File: src/rtl/lz4_wb_stream_bridge.sv
// Wishbone-to-byte-stream bridge for the LZ4 decoder subsystem.
// Each channel has an input FIFO (Wishbone DATA writes -> decoder) and an
// output FIFO (decoder -> Wishbone DATA reads). Status, flush, sticky error
// flags and interrupt enables are available per channel. The bus side is a
// two-state IDLE/ACK machine, so every access completes in two cycles.
module lz4_wb_stream_bridge #(
    parameter int CHANNELS   = 2,
    parameter int FIFO_DEPTH = 16
) (
    input  logic                  clk,
    input  logic                  rst,
    input  logic                  valid,
    input  logic                  wr_en,
    input  logic [7:0]            addr,
    input  logic [31:0]           wdata,
    output logic [31:0]           rdata,
    output logic                  ready,
    output logic [8*CHANNELS-1:0] cmp_data,
    output logic [CHANNELS-1:0]   cmp_valid,
    input  logic [CHANNELS-1:0]   cmp_ready,
    input  logic [8*CHANNELS-1:0] dcmp_data,
    input  logic [CHANNELS-1:0]   dcmp_valid,
    output logic [CHANNELS-1:0]   dcmp_ready,
    output logic                  irq
);

    localparam int AW = $clog2(FIFO_DEPTH);
    localparam int LW = AW + 1;

    typedef enum logic {IDLE = 1'b0, ACK = 1'b1} state_t;

    state_t      state_reg;
    state_t      state_next;
    logic        access;
    logic [3:0]  ch_idx;
    logic [1:0]  reg_idx;
    logic [31:0] read_value;

    // Per-channel views gathered for the read mux and the interrupt OR.
    logic [CHANNELS-1:0] irq_src;
    logic [CHANNELS-1:0] out_empty;
    logic [31:0]         status_word [CHANNELS];
    logic [31:0]         ctrl_word   [CHANNELS];
    logic [7:0]          out_head    [CHANNELS];

    // Address bits that carry no meaning for this block.
    logic unused_bits;
    assign unused_bits = ^{addr[1:0], wdata[31:8]};

    assign ch_idx  = addr[7:4];
    assign reg_idx = addr[3:2];

    // Bus state register.
    always_ff @(posedge clk or negedge rst) begin
        if (!rst) begin
            state_reg <= IDLE;
        end else begin
            state_reg <= state_next;
        end
    end

    // Bus next-state: an access is taken only in IDLE, ACK always returns to IDLE.
    always_comb begin
        state_next = state_reg;
        access     = 1'b0;
        case (state_reg)
            IDLE: begin
                if (valid) begin
                    access     = 1'b1;
                    state_next = ACK;
                end
            end
            ACK: begin
                state_next = IDLE;
            end
            default: begin
                state_next = IDLE;
            end
        endcase
    end

    genvar gi;
    generate
        for (gi = 0; gi < CHANNELS; gi++) begin : g_chan
            logic [7:0]    in_mem  [FIFO_DEPTH];
            logic [7:0]    out_mem [FIFO_DEPTH];
            logic [AW-1:0] in_wr_ptr_reg;
            logic [AW-1:0] in_rd_ptr_reg;
            logic [AW-1:0] out_wr_ptr_reg;
            logic [AW-1:0] out_rd_ptr_reg;
            logic [LW-1:0] in_level_reg;
            logic [LW-1:0] out_level_reg;
            logic          overflow_reg;
            logic          underflow_reg;
            logic          ie_in_reg;
            logic          ie_out_reg;

            logic sel;
            logic data_wr;
            logic data_rd;
            logic ctrl_wr;
            logic flush;
            logic clr_sticky;
            logic in_full_c;
            logic in_empty_c;
            logic out_full_c;
            logic out_empty_c;
            logic in_push;
            logic in_pop;
            logic out_push;
            logic out_pop;

            assign sel     = access && (int'(ch_idx) == gi);
            assign data_wr = sel && wr_en && (reg_idx == 2'd0);
            assign data_rd = sel && !wr_en && (reg_idx == 2'd0);
            assign ctrl_wr = sel && wr_en && (reg_idx == 2'd2);

            assign flush      = ctrl_wr && wdata[2];
            assign clr_sticky = ctrl_wr && wdata[3];

            // Full/empty come from the level registered at the start of the cycle.
            assign in_full_c   = (in_level_reg == LW'(FIFO_DEPTH));
            assign in_empty_c  = (in_level_reg == '0);
            assign out_full_c  = (out_level_reg == LW'(FIFO_DEPTH));
            assign out_empty_c = (out_level_reg == '0);

            // A Wishbone push into a full FIFO is dropped even if the stream pops now;
            // flush discards any stream traffic in the same cycle.
            assign in_push  = data_wr && !in_full_c;
            assign in_pop   = !in_empty_c && cmp_ready[gi] && !flush;
            assign out_push = dcmp_valid[gi] && !out_full_c && !flush;
            assign out_pop  = data_rd && !out_empty_c;

            assign cmp_data[8*gi +: 8] = in_mem[in_rd_ptr_reg];
            assign cmp_valid[gi]       = !in_empty_c;
            assign dcmp_ready[gi]      = !out_full_c;
            assign out_head[gi]        = out_mem[out_rd_ptr_reg];
            assign out_empty[gi]       = out_empty_c;

            assign status_word[gi] = {8'd0, 8'(out_level_reg), 8'(in_level_reg),
                                      2'b00, underflow_reg, overflow_reg,
                                      out_empty_c, out_full_c, in_empty_c, in_full_c};
            assign ctrl_word[gi]   = {30'd0, ie_in_reg, ie_out_reg};
            assign irq_src[gi]     = (ie_out_reg && !out_empty_c) || (ie_in_reg && in_empty_c);

            // FIFO storage writes; no reset so the arrays map onto RAM.
            always_ff @(posedge clk) begin
                if (in_push) begin
                    in_mem[in_wr_ptr_reg] <= wdata[7:0];
                end
                if (out_push) begin
                    out_mem[out_wr_ptr_reg] <= dcmp_data[8*gi +: 8];
                end
            end

            // Pointer and level bookkeeping for both FIFOs, with flush override.
            always_ff @(posedge clk or negedge rst) begin
                if (!rst) begin
                    in_wr_ptr_reg  <= '0;
                    in_rd_ptr_reg  <= '0;
                    out_wr_ptr_reg <= '0;
                    out_rd_ptr_reg <= '0;
                    in_level_reg   <= '0;
                    out_level_reg  <= '0;
                end else if (flush) begin
                    in_wr_ptr_reg  <= '0;
                    in_rd_ptr_reg  <= '0;
                    out_wr_ptr_reg <= '0;
                    out_rd_ptr_reg <= '0;
                    in_level_reg   <= '0;
                    out_level_reg  <= '0;
                end else begin
                    if (in_push) in_wr_ptr_reg <= in_wr_ptr_reg + AW'(1);
                    if (in_pop) in_rd_ptr_reg <= in_rd_ptr_reg + AW'(1);
                    if (out_push) out_wr_ptr_reg <= out_wr_ptr_reg + AW'(1);
                    if (out_pop) out_rd_ptr_reg <= out_rd_ptr_reg + AW'(1);
                    in_level_reg  <= in_level_reg + LW'(in_push) - LW'(in_pop);
                    out_level_reg <= out_level_reg + LW'(out_push) - LW'(out_pop);
                end
            end

            // Sticky error flags and interrupt enables.
            always_ff @(posedge clk or negedge rst) begin
                if (!rst) begin
                    overflow_reg  <= 1'b0;
                    underflow_reg <= 1'b0;
                    ie_in_reg     <= 1'b0;
                    ie_out_reg    <= 1'b0;
                end else begin
                    if (clr_sticky) begin
                        overflow_reg  <= 1'b0;
                        underflow_reg <= 1'b0;
                    end else begin
                        if (data_wr && in_full_c) overflow_reg <= 1'b1;
                        if (data_rd && out_empty_c) underflow_reg <= 1'b1;
                    end
                    if (ctrl_wr) begin
                        ie_out_reg <= wdata[0];
                        ie_in_reg  <= wdata[1];
                    end
                end
            end
        end
    endgenerate

    // Read data mux; out-of-range channels, reserved registers and writes give 0.
    always_comb begin
        read_value = 32'd0;
        if (!wr_en) begin
            for (int c = 0; c < CHANNELS; c++) begin
                if (int'(ch_idx) == c) begin
                    case (reg_idx)
                        2'd0: read_value = out_empty[c] ? 32'd0 : {23'd0, 1'b1, out_head[c]};
                        2'd1: read_value = status_word[c];
                        2'd2: read_value = ctrl_word[c];
                        default: read_value = 32'd0;
                    endcase
                end
            end
        end
    end

    // Registered acknowledge, read data and interrupt.
    always_ff @(posedge clk or negedge rst) begin
        if (!rst) begin
            ready <= 1'b0;
            rdata <= 32'd0;
            irq   <= 1'b0;
        end else begin
            ready <= access;
            if (access) begin
                rdata <= read_value;
            end
            irq <= |irq_src;
        end
    end

endmodule

File: config.mk
export PLATFORM = sky130hd
export DESIGN_NAME = lz4_wb_stream_bridge
export DESIGN_NICKNAME = d
export VERILOG_FILES = /design/src/rtl/lz4_wb_stream_bridge.sv
export SDC_FILE = /design/constraint.sdc
export NUM_CORES = 1
export LEC_CHECK = 0
export CORE_ASPECT_RATIO = 1.1
export CORE_MARGIN = 2
export CORE_UTILIZATION = 50
export DETAILED_ROUTE_END_ITERATION = 16
export GPL_ROUTABILITY_DRIVEN = 0
export HOLD_SLACK_MARGIN = 0.03
export PLACE_DENSITY = 0.73
export RECOVER_POWER = 25
export SYNTH_ARGS = -nofsm -noshare
export SYNTH_HDL_FRONTEND = slang
export SYNTH_SLANG_ARGS = --single-unit
File: constraint.sdc
create_clock -name clk -period 5.6 [get_ports clk]
set_input_delay 1.12 -clock clk [delete_from_list [all_inputs] [get_ports clk]]
set_output_delay 1.12 -clock clk [all_outputs]
set_load 0.01 [all_outputs]
---- After elaboration in Yosys (flattened, before gate mapping) ----
Memory sizes are Yosys's and may differ from the RTL's.
Index checks and enable logic that the tools add are counted.
W data, S select, Z words.
operators by class
  $add $sub $neg .......................... 16
  muxes and demuxes ....................... 46
  reduce and logical (&&, ||, !) cells .... 68
  bitwise operators ....................... 1
  eq/ne operators ......................... 7
operator list
  operator               number
  $pmux W21 S3           2
  $mux W32               2
  $mux W4                16
  $logic_and A1 B1 Y1    36
  $add A4 B1 Y4 const B  8
  $reduce_bool A2 Y1     12
  $mux W21               1
  $add A5 B1 Y5          4
  $eq A5 B5 Y1 const B   4
  $logic_not A5 Y1       4
  $mux W5                4
  $sub A5 B1 Y5          4
  $mux W1                18
  $mux W9                2
  $logic_not A1 Y1       11
  $eq A4 B2 Y1 const B   1
  $logic_not A4 Y1       1
  $eq A2 B1 Y1 const B   1
  $eq A2 B2 Y1 const B   1
  $logic_not A2 Y1       1
  $logic_or A1 B1 Y1     2
  $pmux W1 S2            1
  $reduce_or A2 Y1       1
  $not A1 Y1             1
word-level totals
  memory bits (writable) .................. 512
  bits of input ports ..................... 64
  output and inout port bits .............. 54
  bits in registers ....................... 95
  memories ................................ 4
  logic and storage cells ................. 166
memories
  name               depth  bits a word  read ports  clocked after Yosys merged registers in  write ports  line  RTL
  g_chan[0].in_mem   16     8            1           0                                        1            85    logic [7:0] in_mem [FIFO_DEPTH];
  g_chan[0].out_mem  16     8            1           0                                        1            86    logic [7:0] out_mem [FIFO_DEPTH];
  g_chan[1].in_mem   16     8            1           0                                        1            85
  g_chan[1].out_mem  16     8            1           0                                        1            86

---- Logic depth before layout (Yosys ltp) ----
Gate-level depths: netlist of run 1.
  word-level depth ........................ 11
  mapped depth ............................ 18
  depth with buffers taken out ............ 16

---- Worst setup path before layout of run 1 ----
Ideal clock, no wire load.
  kind .................................... input to register
  start ................................... input addr[4]
  end ..................................... register g_chan[1].in_level_reg[4]
  path buffers ............................ 4
  setup time .............................. 77 ps
  required time ........................... 5,523 ps
  arrival time ............................ 4,062 ps
  stages .................................. 18
  setup slack ............................. 1,460 ps
  path through ............................ buf_4 or4b_1 buf_4 nor3_1 and2_1 buf_4 buf_4 nor2_1 ha_1 inv_1 ha_1 inv_1 fa_1 inv_1 a21oi_1 nor2_1 or3_1 a21oi_1
on the way
  longest elaborated chain between the ends .. 9
  elaborated cells on any way between the ends .. 12
  those cells by class .................... add/sub (2); eq/ne (1); mux (1); reduce/logical (8)
RTL lines
  what                                                                   line      RTL
  start: declaration                                                     14        input logic [7:0] addr,
  $eq A4 B2 Y1 *                                                         113       assign sel = access && (int'(ch_idx) == gi);
  $logic_and A1 B1 Y1 *                                                  113
  $logic_and A1 B1 Y1 *                                                  114, 116
  parallel branches: the longest is 5 deep, another holds $add A5 B1 Y5  --
  $mux W5 *                                                              165       end else if (flush) begin
  end signal: assignment                                                 177       in_level_reg <= in_level_reg + LW'(in_push) - LW'(in_pop);
  end: declaration                                                       91        logic [LW-1:0] in_level_reg;
Mark *: on every way between the ends.
A chain may end at the register's enable or synchronous reset.

---- Worst setup path in the final report of run 1 ----
  start ................................... register g_chan[0].in_rd_ptr_reg[0]
  end ..................................... output cmp_data[1]
on the way
  longest elaborated chain between the ends .. 1
RTL lines
  what                      line  RTL
  start: declaration        88    logic [AW-1:0] in_rd_ptr_reg;
  start signal: assignment  174   if (in_pop) in_rd_ptr_reg <= in_rd_ptr_reg + AW'(1);
  $mem_v2 Z16 W8            --
  end: declaration          18    output logic [8*CHANNELS-1:0] cmp_data,
Every way passes these cells.

==> results of run 1 <==
-- power by group --
| part | internal (µW) | switching (µW) | leakage (µW) |
|---|---|---|---|
| Clock | 1970 | 1630 | 0.000843 |
| Combinational | 1310 | 1290 | 0.00299 |
| Sequential | 5140 | 423 | 0.00562 |
| Total | 8420 | 3340 | 0.00945 |
-- kinds of logic (layout without fill, tap and decap cells) --
| kind of cell | count (synthesis) | count (layout) | share of synthesized area (%) |
|---|---|---|---|
| AND/OR/NAND/NOR | 254 | 254 | 5.65 |
| XOR/XNOR | 35 | 35 | 1.24 |
| buffers and inverters | 145 | 289 | 2.65 |
| AO/OA/AOI/OAI | 127 | 127 | 3.29 |
| flip-flops | 592 | 592 | 70.4 |
| adder cells (fa/ha/maj) | 48 | 48 | 2.55 |
| multiplexers | 194 | 194 | 14.2 |
| other | 1 | 14 | 0.0152 |
-- worst min path at each step --
stage	end	slack, ns	cells after the start
4_1_cts	rdata[16]	0.50	2
5_1_grt	rdata[16]	0.51	2
6_report	rdata[16]	0.50	2
2_1_floorplan	g_chan[0].overflow_reg	0.48	1
3_5_place_dp	rdata[16]	0.48	2
3_3_place_gp	rdata[17]	0.47	2
-- worst reg2reg max path, cell delays in order, from the launching register on --
cell	delay, ns
dfrtp_1	0.41
inv_1	0.09
ha_1	0.17
nor4b_1	0.81
inv_1	0.23
nand2_1	0.25
nor2_1	0.07
ha_1	0.27
inv_1	0.04
ha_1	0.18
inv_1	0.08
fa_1	0.21
inv_1	0.05
a21oi_1	0.11
nor2_1	0.07
or3_1	0.34
a21oi_1	0.15
-- area by class of cell --
cell class | count | area, µm²
inverters | 61 | 234
clock buffers | 65 | 1460
flip-flops and latches | 592 | 17400
clock inverters | 41 | 288
multi-input cells | 672 | 6740
fillers | 3670 | 20900
repair buffers | 122 | 1090
well taps | 652 | 816
-- synth_stat cells (15+ instances only) --
cell type  number
nor2_1         71
a221oi_1       15
nand2_1        53
dfrtp_1        80
nor3_1         17
buf_2          18
mux2i_1        58
a21oi_1        39
inv_1          59
o21ai_0        33
mux4_2        125
clkbuf_1       37
nor4_1         19
edfxtp_1      512
xor2_1         24
buf_4          20
ha_1           44
and2_1         32
-- layer usage --
| metal | vias up | global-route usage [%] | part of all wire, % |
|---|---|---|---|
| met4 | 0 | 5.38 | 2.0 |
| met1 | 6604 | 28.7 | 42 |
| met3 | 70 | 3.99 | 7.1 |
| met5 | - | 0 | 0 |
| met2 | 461 | 32.6 | 49 |
| li1 | 5683 | - | - |
-- per-stage QoR --
| stage | utilization (%) | hold WS, ns | instances | cell area [µm²] | power (µW) |
|---|---|---|---|---|---|
| 3_5_place_dp | 53.7 | 0.482 | 2099 | 26300 | 8280 |
| 5_1_grt | 57.3 | 0.511 | 2205 | 28000 | 12300 |
| 2_1_floorplan | - | 0.478 | 1409 | 24700 | 7340 |
| 3_3_place_gp | 53.7 | 0.468 | 2099 | 26300 | 8180 |
| 6_report | 57.3 | 0.501 | 2205 | 28000 | 11800 |
| 4_1_cts | 57.3 | 0.497 | 2205 | 28000 | 11900 |
==> run_results.csv, run 1 <==
group,metric,value,unit
clocking,clk_latency,0.61,ns
logic_synthesis,netlist_area,24700,µm²
routing,via_count,12800,
sta,final-setup-viol-count,0,
logic_synthesis,synthTopCellsByArea,"edfxtp_1 62%, mux4_2 11%, dfrtp_1 8.1%",
logic_synthesis,synth_flop_cell,"edfxtp_1",
logic_synthesis,seq_area_frac_synth,70.4,%
logic_synthesis,ys_warn_count,0,
hold_path,holdCritPathClass,"flop to flop",
routing,dr.pass1.iters,5,
worst_setup_path,cp.depth,6,
routing,wl_per_cell,23.2,µm
worst_setup_path,path_class,"flop to primary output",
place,io_buffers,77,
run_status,violations,"capacitance limit, slew limit",
worst_setup_path,critPathMaxStageDelay,0.64,ns
clocking,cts_resized,0,
clocking,post-cts-setup-buffer-count,0,
place,place_ws,0.810,ns
clocking,cts_tree,"yes",
routing,drtIter0Drc,969,
logic_synthesis,ys_ff_latch,592,
routing,postRouteAntennaNets,0,
worst_setup_path,end_kind,"primary output",
sta,period_share,80.3,%
clocking,cts_made_buffers,56,
global_routing,grt_max_degree,81,
run,cap_violations,4,
cells_and_area,layout_common_cells,"512 x edfxtp_1, 125 x mux4_2, 75 x dfrtp_1",
cells_and_area,antenna_cells,0,
worst_setup_path,rr_worst_depth,16,
sta,fin_skew,0.0293,ns
global_routing,grt.total_usage,20.3,%
cells_and_area,drive_gt1_share,18.5,%
cells_and_area,top_regs,"g_chan.in_mem x256, g_chan.out_mem x256, rdata x18",
hold_path,hold_start,"rdata[16]",
worst_setup_path,critical-path-top-delay-family,"buffers and inverters",
pwr,irDropWorstVdd,314,µV
clocking,cts_hold_buffers,0,
global_routing,grt_pass1_vias,12800,
place,dp_hpwl,32300,µm
clocking,clk_pin_slew,0.06,ns
floorplanning,start_util,50.5,%
sta,grt_setup_unrepaired,"no",
worst_setup_path,worstSetupEndpoint,"cmp_data[1]",
global_routing,antenna_found_initial,0,
sta,period_needed,4.50,ns
logic_synthesis,postSynthAreaPerCell,17.7,µm²
worst_setup_path,regToRegSetupSlack,2.00,ns
worst_setup_path,required,4.48,ns
floorplanning,ioPinCount,118,
worst_setup_path,startpoint,"g_chan[0].in_rd_ptr_reg[0]",
worst_setup_path,r2r-end,"g_chan[1].in_level_reg[4]",
worst_setup_path,crit_chain,"buf_4 -> mux2i_1 -> a221oi_1 -> a22oi_1 -> nand2_1 -> clkdlybuf4s50_1",
run_status,status,"complete, but fails checks",
logic_synthesis,synth_edf_count,512,
floorplanning,rows,85,
worst_setup_path,start_kind,"flop",
clocking,cts_max_level,2,
logic_synthesis,synth.distinct_cells,58,
pwr,power.density,420,nW/µm²
sta,setup_ws,1.10,ns
clocking,root_buffer,"clkbuf_16",
sta,tns,0,ns
clocking,clockBufferDepth,3,
logic_synthesis,syn_inst,1396,
worst_setup_path,cpMaxStageDelayCell,"buf_4",
clocking,numClockSinks,592,
routing,drc,0,
pwr,p_leak,0.00945,µW
cells_and_area,area_delta_synth_final,13.4,%
routing,routed_wl,51200,µm
sta,worst_pin_slew,2.04,ns
sta,fmaxAchievable,222,MHz
sta,relSlewSlack,-36.0,%
floorplanning,die_height,237,µm
logic_synthesis,synth_area_leader_cell,"edfxtp_1",
floorplanning,core_area,48900,µm²
cells_and_area,layout.cells.most_common,"edfxtp_1",
global_routing,grt_pass1_wl,77800,µm
worst_setup_path,arrival,3.38,ns
worst_setup_path,critPathMaxFanout,41,
worst_setup_path,r2r-start,"g_chan[1].in_level_reg[2]",
logic_synthesis,ys_async_sr_fraction,13.5,%
cells_and_area,nets,1617,
worst_setup_path,worst-path-buf-inv,2,
floorplanning,die_area,51200,µm²
global_routing,grt_overflow,0,
logic_synthesis,synth_top_area_share,62.2,%
floorplanning,die_w,216,µm
sta,hold_violations,0,
routing,routed_via_density,5.81,
sta,slew_violations,181,
(Power assumes the default switching activity.)
==> run 2: changes to the inputs <==
- clock period: 5.6 -> 4.65 ns (I/O delays scaled with it)
==> run_results.csv, run 2 (same netlist as run 1, synthesis figures left out) <==
group,metric,value,unit
cells_and_area,layout_common_cells,"512 x edfxtp_1, 125 x mux4_2, 76 x dfrtp_1",
worst_setup_path,start_kind,"flop",
clocking,clk_pin_slew,0.07,ns
sta,final-setup-viol-count,0,
routing,routed_wl,51400,µm
routing,routed_via_density,5.80,
sta,relSlewSlack,-40.2,%
place,dp_hpwl,33300,µm
cells_and_area,drive_gt1_share,19.8,%
pwr,total_power,14700,µW
global_routing,grt_pass1_vias,13300,
sta,fin_skew,0.0161,ns
worst_setup_path,required,3.72,ns
clocking,cts_max_level,2,
cells_and_area,num-fill-cells,3638,
clocking,cts_tree,"yes",
floorplanning,die_height,237,µm
worst_setup_path,arrival,3.18,ns
floorplanning,die_area,51200,µm²
place,io_buffers,77,
clocking,cts_made_buffers,59,
global_routing,grt.total_usage,20.6,%
sta,hold_violations,0,
routing,drc,0,
sta,grt_setup_unrepaired,"no",
worst_setup_path,path_class,"flop to primary output",
routing,postRouteAntennaNets,0,
routing,drtIter0Drc,988,
global_routing,grt_max_degree,81,
sta,worst_pin_slew,2.10,ns
clocking,numClockSinks,592,
clocking,clk_latency,0.61,ns
run,cap_violations,4,
floorplanning,start_util,50.5,%
global_routing,antenna_found_initial,0,
floorplanning,die_w,216,µm
run_status,violations,"capacitance limit, slew limit",
worst_setup_path,end_kind,"primary output",
place,dpl_cell_area,26500,µm²
pwr,irDropWorstVdd,350,µV
routing,dr.pass1.iters,5,
cells_and_area,finalInstanceArea,28400,µm²
cells_and_area,area_delta_synth_final,15.1,%
floorplanning,ioPinCount,118,
floorplanning,core_area,48900,µm²
cells_and_area,top_regs,"g_chan.in_mem x256, g_chan.out_mem x256, rdata x18",
clocking,clockBufferDepth,3,
hold_path,holdCritPathClass,"flop to flop",
floorplanning,rows,85,
worst_setup_path,critPathMaxFanout,21,
pwr,power.density,516,nW/µm²
sta,period_share,88.4,%
routing,wl_per_cell,23.0,µm
cells_and_area,antenna_cells,0,
cells_and_area,layout.cells.most_common,"edfxtp_1",
run_status,status,"complete, but fails checks",
sta,tns,0,ns
sta,period_needed,4.11,ns
clocking,cts_hold_buffers,0,
sta,fmaxAchievable,243,MHz
cells_and_area,nets,1645,
clocking,cts_resized,0,
pwr,p_leak,0.00969,µW
global_routing,grt_pass1_wl,79800,µm
global_routing,grt_overflow,0,
sta,slew_violations,188,
routing,via_count,12900,
clocking,root_buffer,"clkbuf_16",
clocking,post-cts-setup-buffer-count,0,
## run 2: cell types whose count changed in the layout (fill, tap and decap cells not counted), moves of 3 or more
cell,before,now
buf_4,42,65
bufinv_16,2,8
clkbuf_1,11,18
clkinv_1,12,7
clkbuf_16,57,60
## run 2: worst paths after layout
check	start	to	slack (ns)	depth (start not counted)
worst max register to register	g_chan[1].out_level_reg[2]	g_chan[1].out_level_reg[4]	1.27	16
worst min-delay path	rdata[17]	rdata[17]	0.49	2
min in group asynchronous	rst	g_chan[0].in_rd_ptr_reg[1]	0.92	1
max in group asynchronous	rst	g_chan[1].in_rd_ptr_reg[0]	2.34	1
worst min register to register	rdata[17]	rdata[17]	0.49	2
worst max-delay path	g_chan[1].in_rd_ptr_reg[0]	cmp_data[11]	0.54	4
## run 2: worst max-delay path: stages (launching register included)
cell,delay (ns)
dfrtp_2,0.70
buf_12,0.28
mux4_2,0.56
mux4_2,0.51
clkdlybuf4s50_1,0.50
## run 2: layout make-up
cell class,count,area [µm²],share of cell area [%]
timing repair buffer,147,1310,4.59
inverter,61,234,0.823
clock buffer,75,1560,5.48
clock inverter,35,397,1.39
sequential,592,17400,61.1
multi-input combinational,672,6740,23.7
tap,652,816,2.87
## run 2: through the flow
step | hold slack, ns | utilization, % | worst slack [ns] | std cells
finish | 0.490 | 58.1 | 0.539 | 2234
global route | 0.518 | 58.1 | 0.365 | 2234
CTS | 0.492 | 58.1 | 0.444 | 2234
detailed placement | 0.477 | 54.2 | 0.240 | 2124
global placement | 0.466 | 54.2 | 0.376 | 2124
floorplan | 0.478 | - | 0.700 | 1409
## run 2: report_power, final
group	internal, µW	switching, µW	total, µW
Clock	2810	1960	4770
Sequential	6200	441	6640
Combinational	1630	1630	3260
## run 2: metal layers
metal	share of wire, %	up-vias	routed length (µm)	track usage, %
met5	0	-	0	0
met4	2.7	0	1390	5.98
met3	6.7	89	3440	4.05
met2	49	427	25100	33.5
met1	42	6698	21600	28.8
li1	-	5734	-	-
==> run 3: changes to the inputs <==
- CTS_CLUSTER_DIAMETER: not set -> 50
==> run_results.csv, run 3 (same netlist as run 1, synthesis figures left out) <==
group,metric,value,unit
cells_and_area,drive_gt1_share,19.7,%
clocking,post-cts-setup-buffer-count,0,
routing,routed_wl,51400,µm
sta,fmaxAchievable,243,MHz
hold_path,holdCritPathClass,"flop to flop",
cells_and_area,nets,1645,
sta,final-setup-viol-count,0,
routing,drtIter0Drc,1150,
global_routing,grt.total_usage,20.7,%
routing,via_count,12900,
place,dp_hpwl,33300,µm
clocking,cts_resized,0,
clocking,cts_tree,"yes",
clocking,root_buffer,"clkbuf_16",
worst_setup_path,start_kind,"flop",
cells_and_area,fin_util,57.9,%
sta,slew_violations,116,
floorplanning,rows,85,
run_status,violations,"capacitance limit, slew limit",
pwr,p_leak,0.00964,µW
worst_setup_path,required,3.72,ns
clocking,clockBufferDepth,3,
global_routing,antenna_found_initial,0,
worst_setup_path,end_kind,"primary output",
floorplanning,ioPinCount,118,
routing,dr.pass1.iters,6,
global_routing,grt_overflow,0,
floorplanning,die_w,216,µm
clocking,cts_hold_buffers,0,
routing,drc,0,
routing,postRouteAntennaNets,0,
pwr,power.density,507,nW/µm²
floorplanning,die_area,51200,µm²
clocking,numClockSinks,592,
run_status,status,"complete, but fails checks",
sta,period_share,88.6,%
clocking,cts_made_buffers,59,
sta,tns,0,ns
clocking,clk_pin_slew,0.06,ns
routing,routed_via_density,5.78,
place,io_buffers,77,
sta,grt_setup_unrepaired,"no",
sta,fin_skew,0.0203,ns
global_routing,grt_pass1_vias,13300,
floorplanning,core_area,48900,µm²
floorplanning,die_height,237,µm
clocking,clk_latency,0.62,ns
cells_and_area,area_delta_synth_final,14.6,%
worst_setup_path,arrival,3.19,ns
sta,worst_pin_slew,2.08,ns
pwr,total_power,14400,µW
global_routing,grt_max_degree,81,
sta,relSlewSlack,-38.8,%
worst_setup_path,path_class,"flop to primary output",
routing,wl_per_cell,23.0,µm
floorplanning,start_util,50.5,%
run,cap_violations,2,
cells_and_area,layout.cells.most_common,"edfxtp_1",
cells_and_area,top_regs,"g_chan.in_mem x256, g_chan.out_mem x256, rdata x18",
worst_setup_path,critPathMaxFanout,21,
global_routing,grt_pass1_wl,79800,µm
cells_and_area,antenna_cells,0,
cells_and_area,layout_common_cells,"512 x edfxtp_1, 125 x mux4_2, 76 x dfrtp_1",
clocking,cts_max_level,2,
sta,hold_violations,0,
pwr,irDropWorstVdd,354,µV
sta,period_needed,4.12,ns
==> run 3: cell types whose count changed in the layout (fill, tap and decap cells not counted), moves of 2 or more <==
cell and change:
buf_4 +2, bufinv_16 -6, clkinv_1 +3, clkinv_2 -2, inv_6 +3
==> run 3: path summary, 6_finish.rpt <==
kind,depth (start not counted),slack [ns],to,from
setup / recovery,4,0.53,cmp_data[11],g_chan[1].in_rd_ptr_reg[0]
hold / removal,2,0.49,rdata[16],rdata[16]
setup reg to reg,16,1.23,g_chan[0].in_level_reg[4],g_chan[0].in_level_reg[3]
hold reg to reg,2,0.49,rdata[16],rdata[16]
max in group asynchronous,1,2.36,g_chan[0].out_rd_ptr_reg[0],rst
min in group asynchronous,1,0.91,rdata[12],rst
==> run 3: final cells by class <==
class / count / area [µm²]
Clock buffer: 78 / 1580
Clock inverter: 33 / 245
Fill cell: 3652 / 20600
Inverter: 61 / 234
Multi-Input combinational cell: 672 / 6740
Sequential cell: 592 / 17400
Tap cell: 652 / 816
Timing Repair Buffer: 147 / 1310
==> run 3: metrics by stage <==
stage | instances | setup WS (ns) | area (µm²) | hold slack (ns)
6_report | 2235 | 0.529 | 28300 | 0.493
3_5_place_dp | 2124 | 0.240 | 26500 | 0.477
2_1_floorplan | 1409 | 0.700 | 24700 | 0.478
5_1_grt | 2235 | 0.370 | 28300 | 0.518
4_1_cts | 2235 | 0.448 | 28300 | 0.494
3_3_place_gp | 2124 | 0.376 | 26500 | 0.466
==> run 3: where the power goes <==
group          total (µW)  switching (µW)  internal [µW]
logic                3260            1630           1630
clock network        4460            1950           2510
registers            6640             445           6190
==> run 3: worst max-delay path, cell delays in order (launching register included) <==
cell,delay (ns)
dfrtp_2,0.70
buf_12,0.28
mux4_2,0.56
mux4_2,0.51
clkdlybuf4s50_1,0.50
==> run 3: per-layer routing <==
layer	vias to the layer above	part of all wire, %	GRT usage, %	routed length [µm]
met2	418	49	33.3	24900
met3	98	6.1	3.06	3110
met1	6656	43	29.6	22000
li1	5742	-	-	-
met4	0	2.6	6.35	1330
met5	-	0	0	0
